--- config.mk ---
export PLATFORM = sky130hd
export DESIGN_NAME = pll_lock_supervisor
export DESIGN_NICKNAME = d
export VERILOG_FILES = /design/src/rtl/pll_sup_pkg.sv /design/src/rtl/lock_filter.sv /design/src/rtl/pll_lock_supervisor.sv
export SDC_FILE = /design/constraint.sdc
export NUM_CORES = 1
export LEC_CHECK = 0
export BUFFER_PORTS_ARGS = -buffer_cell sky130_fd_sc_hd__buf_2
export CORE_MARGIN = 2
export CORE_UTILIZATION = 64
export CTS_BUF_LIST = sky130_fd_sc_hd__clkbuf_16
export DETAILED_ROUTE_END_ITERATION = 7
export GPL_TIMING_DRIVEN = 0
export PLACE_DENSITY_LB_ADDON = 0.08
export SLEW_MARGIN = 5
export SYNTH_ARGS = -nofsm -noshare
export SYNTH_HDL_FRONTEND = slang
export SYNTH_SLANG_ARGS = --single-unit
--- constraint.sdc ---
create_clock -name clk -period 3.35 [get_ports clk]
set_clock_uncertainty 0.05 [all_clocks]
set_input_delay 0.67 -clock clk [delete_from_list [all_inputs] [get_ports clk]]
set_output_delay 0.67 -clock clk [all_outputs]
set_load 0.05 [all_outputs]
--- src/rtl/pll_sup_pkg.sv ---
// Shared definitions for the PLL lock supervisor: state encoding and counter sizing.
package pll_sup_pkg;

  localparam logic [2:0] ST_RESET     = 3'd0;
  localparam logic [2:0] ST_WAIT_LOCK = 3'd1;
  localparam logic [2:0] ST_RELEASE   = 3'd2;
  localparam logic [2:0] ST_RUN       = 3'd3;

  typedef enum logic [2:0] {
    S_RESET     = ST_RESET,
    S_WAIT_LOCK = ST_WAIT_LOCK,
    S_RELEASE   = ST_RELEASE,
    S_RUN       = ST_RUN
  } sup_state_e;

  // Bits needed to hold values 0..max_val inclusive.
  function automatic int cnt_width(input int max_val);
    return (max_val < 2) ? 1 : $clog2(max_val + 1);
  endfunction

endpackage

--- src/rtl/lock_filter.sv ---
// Two-flop synchroniser for the raw PLL lock plus consecutive-sample filters.
// lock_good fires on the HI_LEN-th consecutive synced-high sample while hi_en is set;
// lock_lost fires on the LO_LEN-th consecutive synced-low sample while lo_en is set.
// Both are combinational strobes consumed by the supervisor's registered FSM.
module lock_filter #(
  parameter int HI_LEN = 1024,
  parameter int LO_LEN = 4
) (
  input  logic clk,
  input  logic rst_n,
  input  logic pll_lock,
  input  logic hi_en,
  input  logic lo_en,
  output logic lock_good,
  output logic lock_lost
);
  import pll_sup_pkg::*;

  localparam int HW = cnt_width(HI_LEN);
  localparam int LW = cnt_width(LO_LEN);
  localparam logic [HW-1:0] HI_LAST = HW'(HI_LEN - 1);
  localparam logic [HW-1:0] HI_MAX  = HW'(HI_LEN);
  localparam logic [LW-1:0] LO_LAST = LW'(LO_LEN - 1);
  localparam logic [LW-1:0] LO_MAX  = LW'(LO_LEN);

  logic          sync_1;
  logic          sync_2;
  logic [HW-1:0] hi_cnt;
  logic [LW-1:0] lo_cnt;

  // Bring the asynchronous lock into the clk domain.
  always_ff @(posedge clk or negedge rst_n) begin
    if (!rst_n) begin
      sync_1 <= 1'b0;
      sync_2 <= 1'b0;
    end else begin
      sync_1 <= pll_lock;
      sync_2 <= sync_1;
    end
  end

  // Count consecutive synced-high samples; any low sample or disable clears the run.
  always_ff @(posedge clk or negedge rst_n) begin
    if (!rst_n) begin
      hi_cnt <= '0;
    end else if (!hi_en || !sync_2) begin
      hi_cnt <= '0;
    end else if (hi_cnt != HI_MAX) begin
      hi_cnt <= hi_cnt + 1'b1;
    end
  end

  // Count consecutive synced-low samples; any high sample or disable clears the run.
  always_ff @(posedge clk or negedge rst_n) begin
    if (!rst_n) begin
      lo_cnt <= '0;
    end else if (!lo_en || sync_2) begin
      lo_cnt <= '0;
    end else if (lo_cnt != LO_MAX) begin
      lo_cnt <= lo_cnt + 1'b1;
    end
  end

  assign lock_good = hi_en &&  sync_2 && (hi_cnt == HI_LAST);
  assign lock_lost = lo_en && !sync_2 && (lo_cnt == LO_LAST);

endmodule

--- src/rtl/pll_lock_supervisor.sv ---
// Sequences PLL reset, waits for a filtered lock, then releases downstream channel
// resets one at a time. Lock loss, lock timeout or a restart request sends it back
// to RESET. All outputs come straight from flops; state is exposed for debug.
module pll_lock_supervisor #(
  parameter int NUM_CH       = 5,
  parameter int RST_CYCLES   = 64,
  parameter int LOCK_FILTER  = 1024,
  parameter int LOCK_TIMEOUT = 500000,
  parameter int LOSS_FILTER  = 4,
  parameter int STAGGER      = 16
) (
  input  logic              clk,
  input  logic              rst_n,
  input  logic              pll_lock,
  input  logic              restart,
  output logic              pll_rst,
  output logic [NUM_CH-1:0] ch_rst_n,
  output logic              all_ready,
  output logic [2:0]        state,
  output logic [7:0]        relock_cnt
);
  import pll_sup_pkg::*;

  // One cycle counter serves RESET width, WAIT_LOCK timeout and RELEASE stagger.
  localparam int REL_LEN = NUM_CH * STAGGER;
  localparam int MAX_AB  = (RST_CYCLES > LOCK_TIMEOUT) ? RST_CYCLES : LOCK_TIMEOUT;
  localparam int CNT_MAX = (MAX_AB > REL_LEN) ? MAX_AB : REL_LEN;
  localparam int CW      = cnt_width(CNT_MAX);
  localparam logic [CW-1:0] RST_LAST = CW'(RST_CYCLES - 1);
  localparam logic [CW-1:0] TMO_LAST = CW'(LOCK_TIMEOUT - 1);
  localparam logic [CW-1:0] REL_DONE = CW'(REL_LEN);

  sup_state_e        state_q;
  sup_state_e        state_nxt;
  logic [CW-1:0]     cyc_cnt;
  logic [CW-1:0]     cnt_nxt;
  logic [NUM_CH-1:0] ch_nxt;
  logic              lock_good;
  logic              lock_lost;
  logic              timeout;
  logic              relock_inc;

  lock_filter #(
    .HI_LEN (LOCK_FILTER),
    .LO_LEN (LOSS_FILTER)
  ) u_lock_filter (
    .clk       (clk),
    .rst_n     (rst_n),
    .pll_lock  (pll_lock),
    .hi_en     (state_q == S_WAIT_LOCK),
    .lo_en     ((state_q == S_RELEASE) || (state_q == S_RUN)),
    .lock_good (lock_good),
    .lock_lost (lock_lost)
  );

  // Next-state decision; restart is ignored while already in RESET so the pulse is not stretched.
  always_comb begin
    state_nxt = state_q;
    timeout   = 1'b0;
    unique case (state_q)
      S_RESET: begin
        if (cyc_cnt == RST_LAST) state_nxt = S_WAIT_LOCK;
      end
      S_WAIT_LOCK: begin
        timeout = (cyc_cnt == TMO_LAST) && !lock_good;
        if (restart || timeout) state_nxt = S_RESET;
        else if (lock_good)     state_nxt = S_RELEASE;
      end
      S_RELEASE: begin
        if (restart || lock_lost)     state_nxt = S_RESET;
        else if (cyc_cnt == REL_DONE) state_nxt = S_RUN;
      end
      S_RUN: begin
        if (restart || lock_lost) state_nxt = S_RESET;
      end
      default: state_nxt = S_RESET;
    endcase
    // A loss or timeout counts once even if restart arrives in the same cycle.
    relock_inc = timeout || lock_lost;
  end

  // Counter and channel-release values for the cycle after the coming edge.
  always_comb begin
    if ((state_nxt != state_q) || (state_nxt == S_RUN)) cnt_nxt = '0;
    else                                                 cnt_nxt = cyc_cnt + 1'b1;
    ch_nxt = '0;
    if (state_nxt == S_RUN) begin
      ch_nxt = '1;
    end else if (state_nxt == S_RELEASE) begin
      for (int k = 0; k < NUM_CH; k++) ch_nxt[k] = (cnt_nxt >= CW'((k + 1) * STAGGER));
    end
  end

  // State, cycle counter and registered outputs.
  always_ff @(posedge clk or negedge rst_n) begin
    if (!rst_n) begin
      state_q   <= S_RESET;
      cyc_cnt   <= '0;
      pll_rst   <= 1'b1;
      ch_rst_n  <= '0;
      all_ready <= 1'b0;
    end else begin
      state_q   <= state_nxt;
      cyc_cnt   <= cnt_nxt;
      pll_rst   <= (state_nxt == S_RESET);
      ch_rst_n  <= ch_nxt;
      all_ready <= (state_nxt == S_RUN);
    end
  end

  // Saturating count of lock losses and lock timeouts.
  always_ff @(posedge clk or negedge rst_n) begin
    if (!rst_n) begin
      relock_cnt <= '0;
    end else if (relock_inc && (relock_cnt != 8'hFF)) begin
      relock_cnt <= relock_cnt + 1'b1;
    end
  end

  assign state = state_q;

endmodule
Yosys cells after proc, flatten, opt, wreduce, memory -nomap -nowiden. Index checks and enable logic that the tools add are counted.

Register bits after elaboration: 53. Output and inout port bits: 18.

Multiplexer cells: 15. $add $sub $neg: 4. Reductions and logical operators: 21. Eq/ne operators: 14. $lt $le $gt $ge: 5.

Operators with widths (number): $ge 19x6->1 const B (2); $ge 19x7->1 const B (2); $mux 3 (8); $mux 11 (2); $add 19x1->19 const B (1); $eq 19x19->1 const B (1); $eq 19x6->1 const B (1); $eq 19x7->1 const B (1); $ge 19x5->1 const B (1); $mux 19 (1); $eq 3x2->1 const B (5); $pmux 3 s4 (1); $add 11x1->11 const B (1); $eq 11x10->1 const B (1); $ne 11x11->1 const B (1); $mux 5 (2); $add 8x1->8 const B (1); $ne 8x8->1 const B (1); $logic_or 1x1->1 (7); $logic_and 1x1->1 (6); $logic_not 3->1 (2); $logic_not 1->1 (4); $reduce_bool 2->1 (2); $add 3x1->3 const B (1); 4 further kinds (4).

Logic depth before layout (Yosys ltp).
Depth after elaboration: 14. Depth in mapped cells: 11.

Hierarchy. From an unflattened synthesis, not the netlist that was laid out.

Cells, all modules: 289. Area total of the unflattened synthesis: 2795.2 µm².

By module, submodules not included: pll_lock_supervisor (sequential area each 927.1 µm², instances 1, cells an instance 204, area an instance 1960.6 µm²); lock_filter (sequential area each 400.4 µm², instances 1, cells an instance 85, area an instance 834.6 µm²).

Least setup slack after synthesis. Ideal clock, no wire load.

Path type: register to register. From: register state_q[0], in the netlist state[0]. To: register cyc_cnt[10]. Stages on the path, launching flop included: 9. Arrival time: 2.157 ns. Setup slack: 1.024 ns. Cells stage by stage: dfrtp_1 -> or4_1 -> nor4_2 -> a31oi_1 -> o211ai_1 -> and2_1 -> buf_4 -> buf_6 -> nor2_1.

Word-level cells in the longest chain between the ends: 11. Elaborated cells on any way between the ends: 24. Those cells by class: eq/ne: 5; mux: 8; reduce/logical: 11.

RTL lines: start, declared (RTL line pll_lock_supervisor.sv:33) `sup_state_e state_q;`; start signal, assigned (RTL line pll_lock_supervisor.sv:103) `state_q <= state_nxt;`; $eq 3x1->1 (RTL line pll_lock_supervisor.sv:50, pll_lock_supervisor.sv:60); $logic_and 1x1->1 (2 in series) (RTL line lock_filter.sv:64) `assign lock_good = hi_en && sync_2 && (hi_cnt == HI_LAST);`; $logic_not 1->1 (RTL line pll_lock_supervisor.sv:65) `timeout = (cyc_cnt == TMO_LAST) && !lock_good;`; $logic_and 1x1->1 (RTL line pll_lock_supervisor.sv:65); $logic_or 1x1->1 (RTL line pll_lock_supervisor.sv:66) `if (restart || timeout) state_nxt = S_RESET;`; $mux 3 (RTL line pll_lock_supervisor.sv:66); $pmux 3 s4 (RTL line pll_lock_supervisor.sv:60) `unique case (state_q)`; $ne 3x3->1 or $eq 3x2->1 (tied branches) (RTL line pll_lock_supervisor.sv:84) `if ((state_nxt != state_q) || (state_nxt == S_RUN)) cnt_nxt = '0;`; $logic_or 1x1->1 (*) (RTL line pll_lock_supervisor.sv:84); $mux 19 (*) (RTL line pll_lock_supervisor.sv:84); named net cnt_nxt[10] (RTL line pll_lock_supervisor.sv:36) `logic [CW-1:0] cnt_nxt;`; end signal, assigned (RTL line pll_lock_supervisor.sv:104) `cyc_cnt <= cnt_nxt;`; end, declared (RTL line pll_lock_supervisor.sv:35) `logic [CW-1:0] cyc_cnt;`.

The timed path passes the listed nets; every way through them passes the cells marked *. A chain may end at the register's enable or synchronous reset.

Worst setup path after layout.
From: register cyc_cnt[0]. To: register ch_rst_n[0].

Word-level cells in the longest chain between the ends: 11. Elaborated cells on any way between the ends: 19. Those cells by class: add/sub: 1; order compare: 1; eq/ne: 6; mux: 8; reduce/logical: 3.

RTL lines: $eq 19x19->1 (RTL line pll_lock_supervisor.sv:65); $logic_and 1x1->1 (RTL line pll_lock_supervisor.sv:65); $logic_or 1x1->1 (RTL line pll_lock_supervisor.sv:66); $mux 3 (RTL line pll_lock_supervisor.sv:66); $pmux 3 s4 (RTL line pll_lock_supervisor.sv:60); $ne 3x3->1 or $eq 3x2->1 (tied branches) (RTL line pll_lock_supervisor.sv:84, pll_lock_supervisor.sv:87); $logic_or 1x1->1 (RTL line pll_lock_supervisor.sv:84); $mux 19 (RTL line pll_lock_supervisor.sv:84); $ge 19x5->1 (RTL line pll_lock_supervisor.sv:90) `for (int k = 0; k < NUM_CH; k++) ch_nxt[k] = (cnt_nxt >= CW'((k + 1) * STAGGER));`; $mux 5 (RTL line pll_lock_supervisor.sv:89) `end else if (state_nxt == S_RELEASE) begin`; $mux 5 (*) (RTL line pll_lock_supervisor.sv:87) `if (state_nxt == S_RUN) begin`; named net ch_nxt[0] (RTL line pll_lock_supervisor.sv:37) `logic [NUM_CH-1:0] ch_nxt;`; end signal, assigned (RTL line pll_lock_supervisor.sv:106) `ch_rst_n <= ch_nxt;`; end, declared (RTL line pll_lock_supervisor.sv:17) `output logic [NUM_CH-1:0] ch_rst_n,`.

Marked as above.

==> impl_metrics.xml <==
<?xml version="1.0" encoding="UTF-8"?>
<metrics>
  <group name="outcome">
    <metric name="run_status" unit="">finished clean</metric>
  </group>
  <group name="detailed_routing">
    <metric name="via_count" unit="">2230</metric>
    <metric name="routed_wl" unit="mm">6.07</metric>
    <metric name="drtAntennaViolNets" unit="">0</metric>
    <metric name="routed.top_layer" unit="">met4</metric>
    <metric name="post-route-drc-count" unit="">0</metric>
    <metric name="met2_length" unit="mm">3.04</metric>
    <metric name="drt_iter0_drc" unit="">179</metric>
    <metric name="wl_per_cell" unit="µm">16.5</metric>
    <metric name="wl_met1" unit="mm">2.78</metric>
    <metric name="viasPerCell" unit="">6.06</metric>
    <metric name="met3_length" unit="µm">183</metric>
    <metric name="dr.pass1.iters" unit="">4</metric>
  </group>
  <group name="run">
    <metric name="number_of_maximum_capacitance_constraint_violations" unit="">0</metric>
  </group>
  <group name="die">
    <metric name="io_pins" unit="">22</metric>
    <metric name="starting_density_of_the_core" unit="%">66.6</metric>
    <metric name="die-area" unit="µm²">5080</metric>
    <metric name="num_rows" unit="">24</metric>
    <metric name="floorplan.core_area" unit="µm²">4350</metric>
    <metric name="die_h" unit="µm">71.3</metric>
    <metric name="dieWidth" unit="µm">71.3</metric>
  </group>
  <group name="synth">
    <metric name="yosysUniqueCellTypes" unit="">55</metric>
    <metric name="mappedNetlistNets" unit="">299</metric>
    <metric name="synth-edff-count" unit="">0</metric>
    <metric name="async_flop_share" unit="%">100</metric>
    <metric name="most_instantiated_flip_flop_cell_in_the_synthesis_netlist" unit="">sky130_fd_sc_hd__dfrtp_1</metric>
    <metric name="yosys_warnings" unit="">0</metric>
    <metric name="syn-mean-instance-area" unit="µm²">10.1</metric>
    <metric name="yosysSeqAreaShare" unit="%">45.8</metric>
    <metric name="syn-cell-area" unit="µm²">2900</metric>
    <metric name="syn_inst" unit="">287</metric>
    <metric name="synth.ff_latch_count" unit="">53</metric>
  </group>
  <group name="timing">
    <metric name="achievable-frequency" unit="GHz">0.367</metric>
    <metric name="final.setup.tns" unit="ns">0</metric>
    <metric name="grt_setup_unrepaired" unit="">no</metric>
    <metric name="timing.final.hold_violations" unit="">0</metric>
    <metric name="fin_crit_sh" unit="%">81.3</metric>
    <metric name="post-route-worst-setup-slack" unit="ns">0.625</metric>
    <metric name="report.final.setup_viol" unit="">0</metric>
    <metric name="maxSlewViolCount" unit="">0</metric>
    <metric name="max_slew.worst_pin.slew" unit="ns">1.14</metric>
    <metric name="slew-limit-headroom" unit="%">23.8</metric>
    <metric name="post-route-min-period" unit="ns">2.72</metric>
  </group>
  <group name="clock_tree">
    <metric name="ctsResizeCount" unit="">0</metric>
    <metric name="holdBufCountCts" unit="">0</metric>
    <metric name="tritoncts.num_buffers" unit="">5</metric>
    <metric name="clock_tree.htree_level_count" unit="">2</metric>
    <metric name="clock_tree.buffer_depth" unit="">2</metric>
    <metric name="clock_insertion_delay_worst_skew" unit="ns">0.29</metric>
    <metric name="cts_tree" unit="">built</metric>
    <metric name="buffer_cell_driving_the_clock_tree_root" unit="">sky130_fd_sc_hd__clkbuf_16</metric>
    <metric name="cts_setup_buffers" unit="">0</metric>
    <metric name="clkSinkCount" unit="">53</metric>
    <metric name="clock_pin_slew_reported_for_the_worst_setup_and_hold_paths_after_clock_tree_synthesis" unit="ns">0.07</metric>
  </group>
  <group name="grt">
    <metric name="gr-total-overflow" unit="">0</metric>
    <metric name="grt_first_pass_wirelength" unit="mm">10.6</metric>
    <metric name="vias_in_the_first_global_route" unit="">2282</metric>
    <metric name="globalRouteTotalUtil" unit="%">26.4</metric>
    <metric name="antenna_violations_before_repair" unit="">0</metric>
    <metric name="grt_max_degree" unit="">54</metric>
  </group>
  <group name="pwr">
    <metric name="netSwitchingPower" unit="µW">263</metric>
    <metric name="switching_share" unit="%">20.7</metric>
    <metric name="power.share.clock" unit="%">46.0</metric>
    <metric name="cell_internal_pwr" unit="mW">1.01</metric>
    <metric name="comb_power_share" unit="%">2.7</metric>
    <metric name="static-leakage-power" unit="nW">1.41</metric>
    <metric name="total_power" unit="mW">1.27</metric>
    <metric name="power.sequential.fraction" unit="%">51.3</metric>
    <metric name="pwr_density_cell" unit="nW/µm²">393</metric>
    <metric name="vdd.ir_drop.worst" unit="mV">0.337</metric>
  </group>
  <group name="worst_setup_path">
    <metric name="slowest_delay" unit="ns">0.66</metric>
    <metric name="worst-setup-path-type" unit="">flop to flop</metric>
    <metric name="critPathMaxFanout" unit="">8</metric>
    <metric name="critPathRequiredTime" unit="ns">3.45</metric>
    <metric name="cpMaxStageDelayCell" unit="">sky130_fd_sc_hd__nor4_1</metric>
    <metric name="worst-endpoint-arrival" unit="ns">2.83</metric>
    <metric name="critical_path_endpoint_category" unit="">flop</metric>
    <metric name="crit_chain" unit="">ha_1, nand3_2, nor4_1, mux2i_1, o21ai_2, o41ai_4, o21ai_1</metric>
    <metric name="cp-start-kind" unit="">flop</metric>
  </group>
  <group name="place">
    <metric name="global_placement_routability_congestion" unit="">0.874</metric>
    <metric name="io_buffer_count" unit="">21</metric>
    <metric name="pre_cts_ws" unit="ns">0.646</metric>
    <metric name="hpwlAfterDp" unit="mm">4.06</metric>
  </group>
  <group name="final_layout">
    <metric name="layout.filler_cells" unit="">332</metric>
    <metric name="multi_input_area" unit="µm²">1460</metric>
    <metric name="antenna-diode-count" unit="">0</metric>
    <metric name="seq_area" unit="µm²">1330</metric>
    <metric name="area.growth.synth_to_final" unit="%">11.7</metric>
    <metric name="post_route_cells_drive_above_1_share" unit="%">17.7</metric>
    <metric name="layout.nets" unit="">327</metric>
  </group>
  <group name="worst_hold_path">
    <metric name="timing.hold.worst.class" unit="">flop to flop</metric>
  </group>
</metrics>
## flip-flops by register name (all words and copies together) (netlist names)
| register | cells |
|---|---|
| pll_rst | 1 |
| u_lock_filter.hi_cnt | 11 |
| u_lock_filter.sync_1 | 1 |
| relock_cnt | 8 |
| all_ready | 1 |
| cyc_cnt | 19 |
| state | 3 |
| u_lock_filter.lo_cnt | 3 |
| u_lock_filter.sync_2 | 1 |
| ch_rst_n | 5 |
## worst max-delay path, delay by kind of cell (launching register included)
kind / cells / cell delay [ns]
AND/OR/NAND/NOR: 2 / 0.86
AO/OA/AOI/OAI: 3 / 0.66
flip-flops: 1 / 0.45
multiplexers: 1 / 0.30
adder cells (fa/ha/maj): 1 / 0.27
## final timing paths
kind                            depth (start not counted)                            from  slack [ns]                             end
worst min register to register                          0  u_lock_filter.sync_1$_DFF_PN0_        0.31  u_lock_filter.sync_2$_DFF_PN0_
max in group asynchronous                               1                           rst_n        1.99            cyc_cnt[0]$_DFF_PN0_
worst max register to register                          7            cyc_cnt[0]$_DFF_PN0_        0.63           ch_rst_n[0]$_DFF_PN0_
min in group asynchronous                               1                           rst_n        0.54           cyc_cnt[12]$_DFF_PN0_
worst max-delay path                                    7            cyc_cnt[0]$_DFF_PN0_        0.63           ch_rst_n[0]$_DFF_PN0_
worst min-delay path                                    0  u_lock_filter.sync_1$_DFF_PN0_        0.31  u_lock_filter.sync_2$_DFF_PN0_
## layout by cell type (no fill, tap or decap), drive strengths merged, types with 9 or more instances in the layout
master  instances
buf            30
clkbuf          9
dfrtp          52
inv             9
nand2          17
nand3          15
nand4          14
nor2           36
nor3           12
o21ai           9
xnor2          23
xor2           12
## metal layers
layer  global-route usage [%]  up-vias
li1                         -     1070
met1                     36.2     1113
met2                     43.7       39
met3                     4.92        8
met4                     6.92        0
met5                        0        -
## cells by family (layout without fill, tap and decap cells)
family	after synthesis	in the layout	synth area share [%]
flip-flops	53	53	45.8
AO/OA/AOI/OAI	31	31	8.89
XOR/XNOR	35	35	10.6
AND/OR/NAND/NOR	135	135	26.2
other	1	1	0.129
multiplexers	3	3	1.12
adder cells (fa/ha/maj)	8	8	3.45
buffers and inverters	21	50	3.84
## power by group through the flow
stage	combinational [mW]	sequential, mW	clock [mW]
after global placement	0.0351	0.664	0
final	0.0347	0.652	0.585
after global routing	0.0403	0.653	0.619
after detailed placement	0.0356	0.664	0
after CTS	0.0361	0.652	0.590
after floorplan	0.0138	0.665	0
## synth_stat cells, types with 2 or more instances
cell type,n,share of area [%]
sky130_fd_sc_hd__buf_2,5,0.86
sky130_fd_sc_hd__nor3_1,10,1.7
sky130_fd_sc_hd__ha_1,8,3.5
sky130_fd_sc_hd__o21ai_0,4,0.69
sky130_fd_sc_hd__buf_6,3,1.2
sky130_fd_sc_hd__and3_1,6,1.3
sky130_fd_sc_hd__inv_1,8,1.0
sky130_fd_sc_hd__or4_4,2,0.78
sky130_fd_sc_hd__xnor2_1,23,6.9
sky130_fd_sc_hd__nand4b_1,3,0.91
sky130_fd_sc_hd__nor4b_1,3,0.91
sky130_fd_sc_hd__dfrtp_1,52,45
sky130_fd_sc_hd__nor3b_1,3,0.78
sky130_fd_sc_hd__nand2b_1,2,0.43
sky130_fd_sc_hd__nor2_1,36,4.7
sky130_fd_sc_hd__or3_1,6,1.3
sky130_fd_sc_hd__nand4_1,14,3.0
sky130_fd_sc_hd__nor2b_1,5,1.1
sky130_fd_sc_hd__nand3_1,13,2.2
sky130_fd_sc_hd__nor3_4,2,1.1
sky130_fd_sc_hd__and4_1,2,0.60
sky130_fd_sc_hd__or2_2,3,0.65
sky130_fd_sc_hd__xor2_1,12,3.6
sky130_fd_sc_hd__o41ai_1,2,0.60
sky130_fd_sc_hd__nor4_1,3,0.65
sky130_fd_sc_hd__nand2_1,17,2.2
sky130_fd_sc_hd__clkbuf_1,4,0.52
sky130_fd_sc_hd__o21ai_1,4,0.69
sky130_fd_sc_hd__a21oi_1,6,1.0
## through the flow
step | utilization, % | cells | hold WS (ns) | instance area, µm²
after global routing | 74.4 | 368 | 0.334 | 3240
after floorplan | - | 287 | 0.281 | 2900
after global placement | 70.5 | 360 | 0.294 | 3070
final | 74.4 | 368 | 0.315 | 3240
after CTS | 74.4 | 368 | 0.315 | 3240
after detailed placement | 70.5 | 360 | 0.299 | 3070
## cell type report
cell class              instances  share of cell area (%)
plain buffers                  13                    2.51
clock buffers                   5                    3.86
clock inverters                 3                    1.35
inverters                       8                   0.927
multi-input cells             213                    45.1
flip-flops and latches         53                    41.0
well taps                      52                    2.01
repair buffers                 21                    3.25
Power figures use the tool's default switching activity.
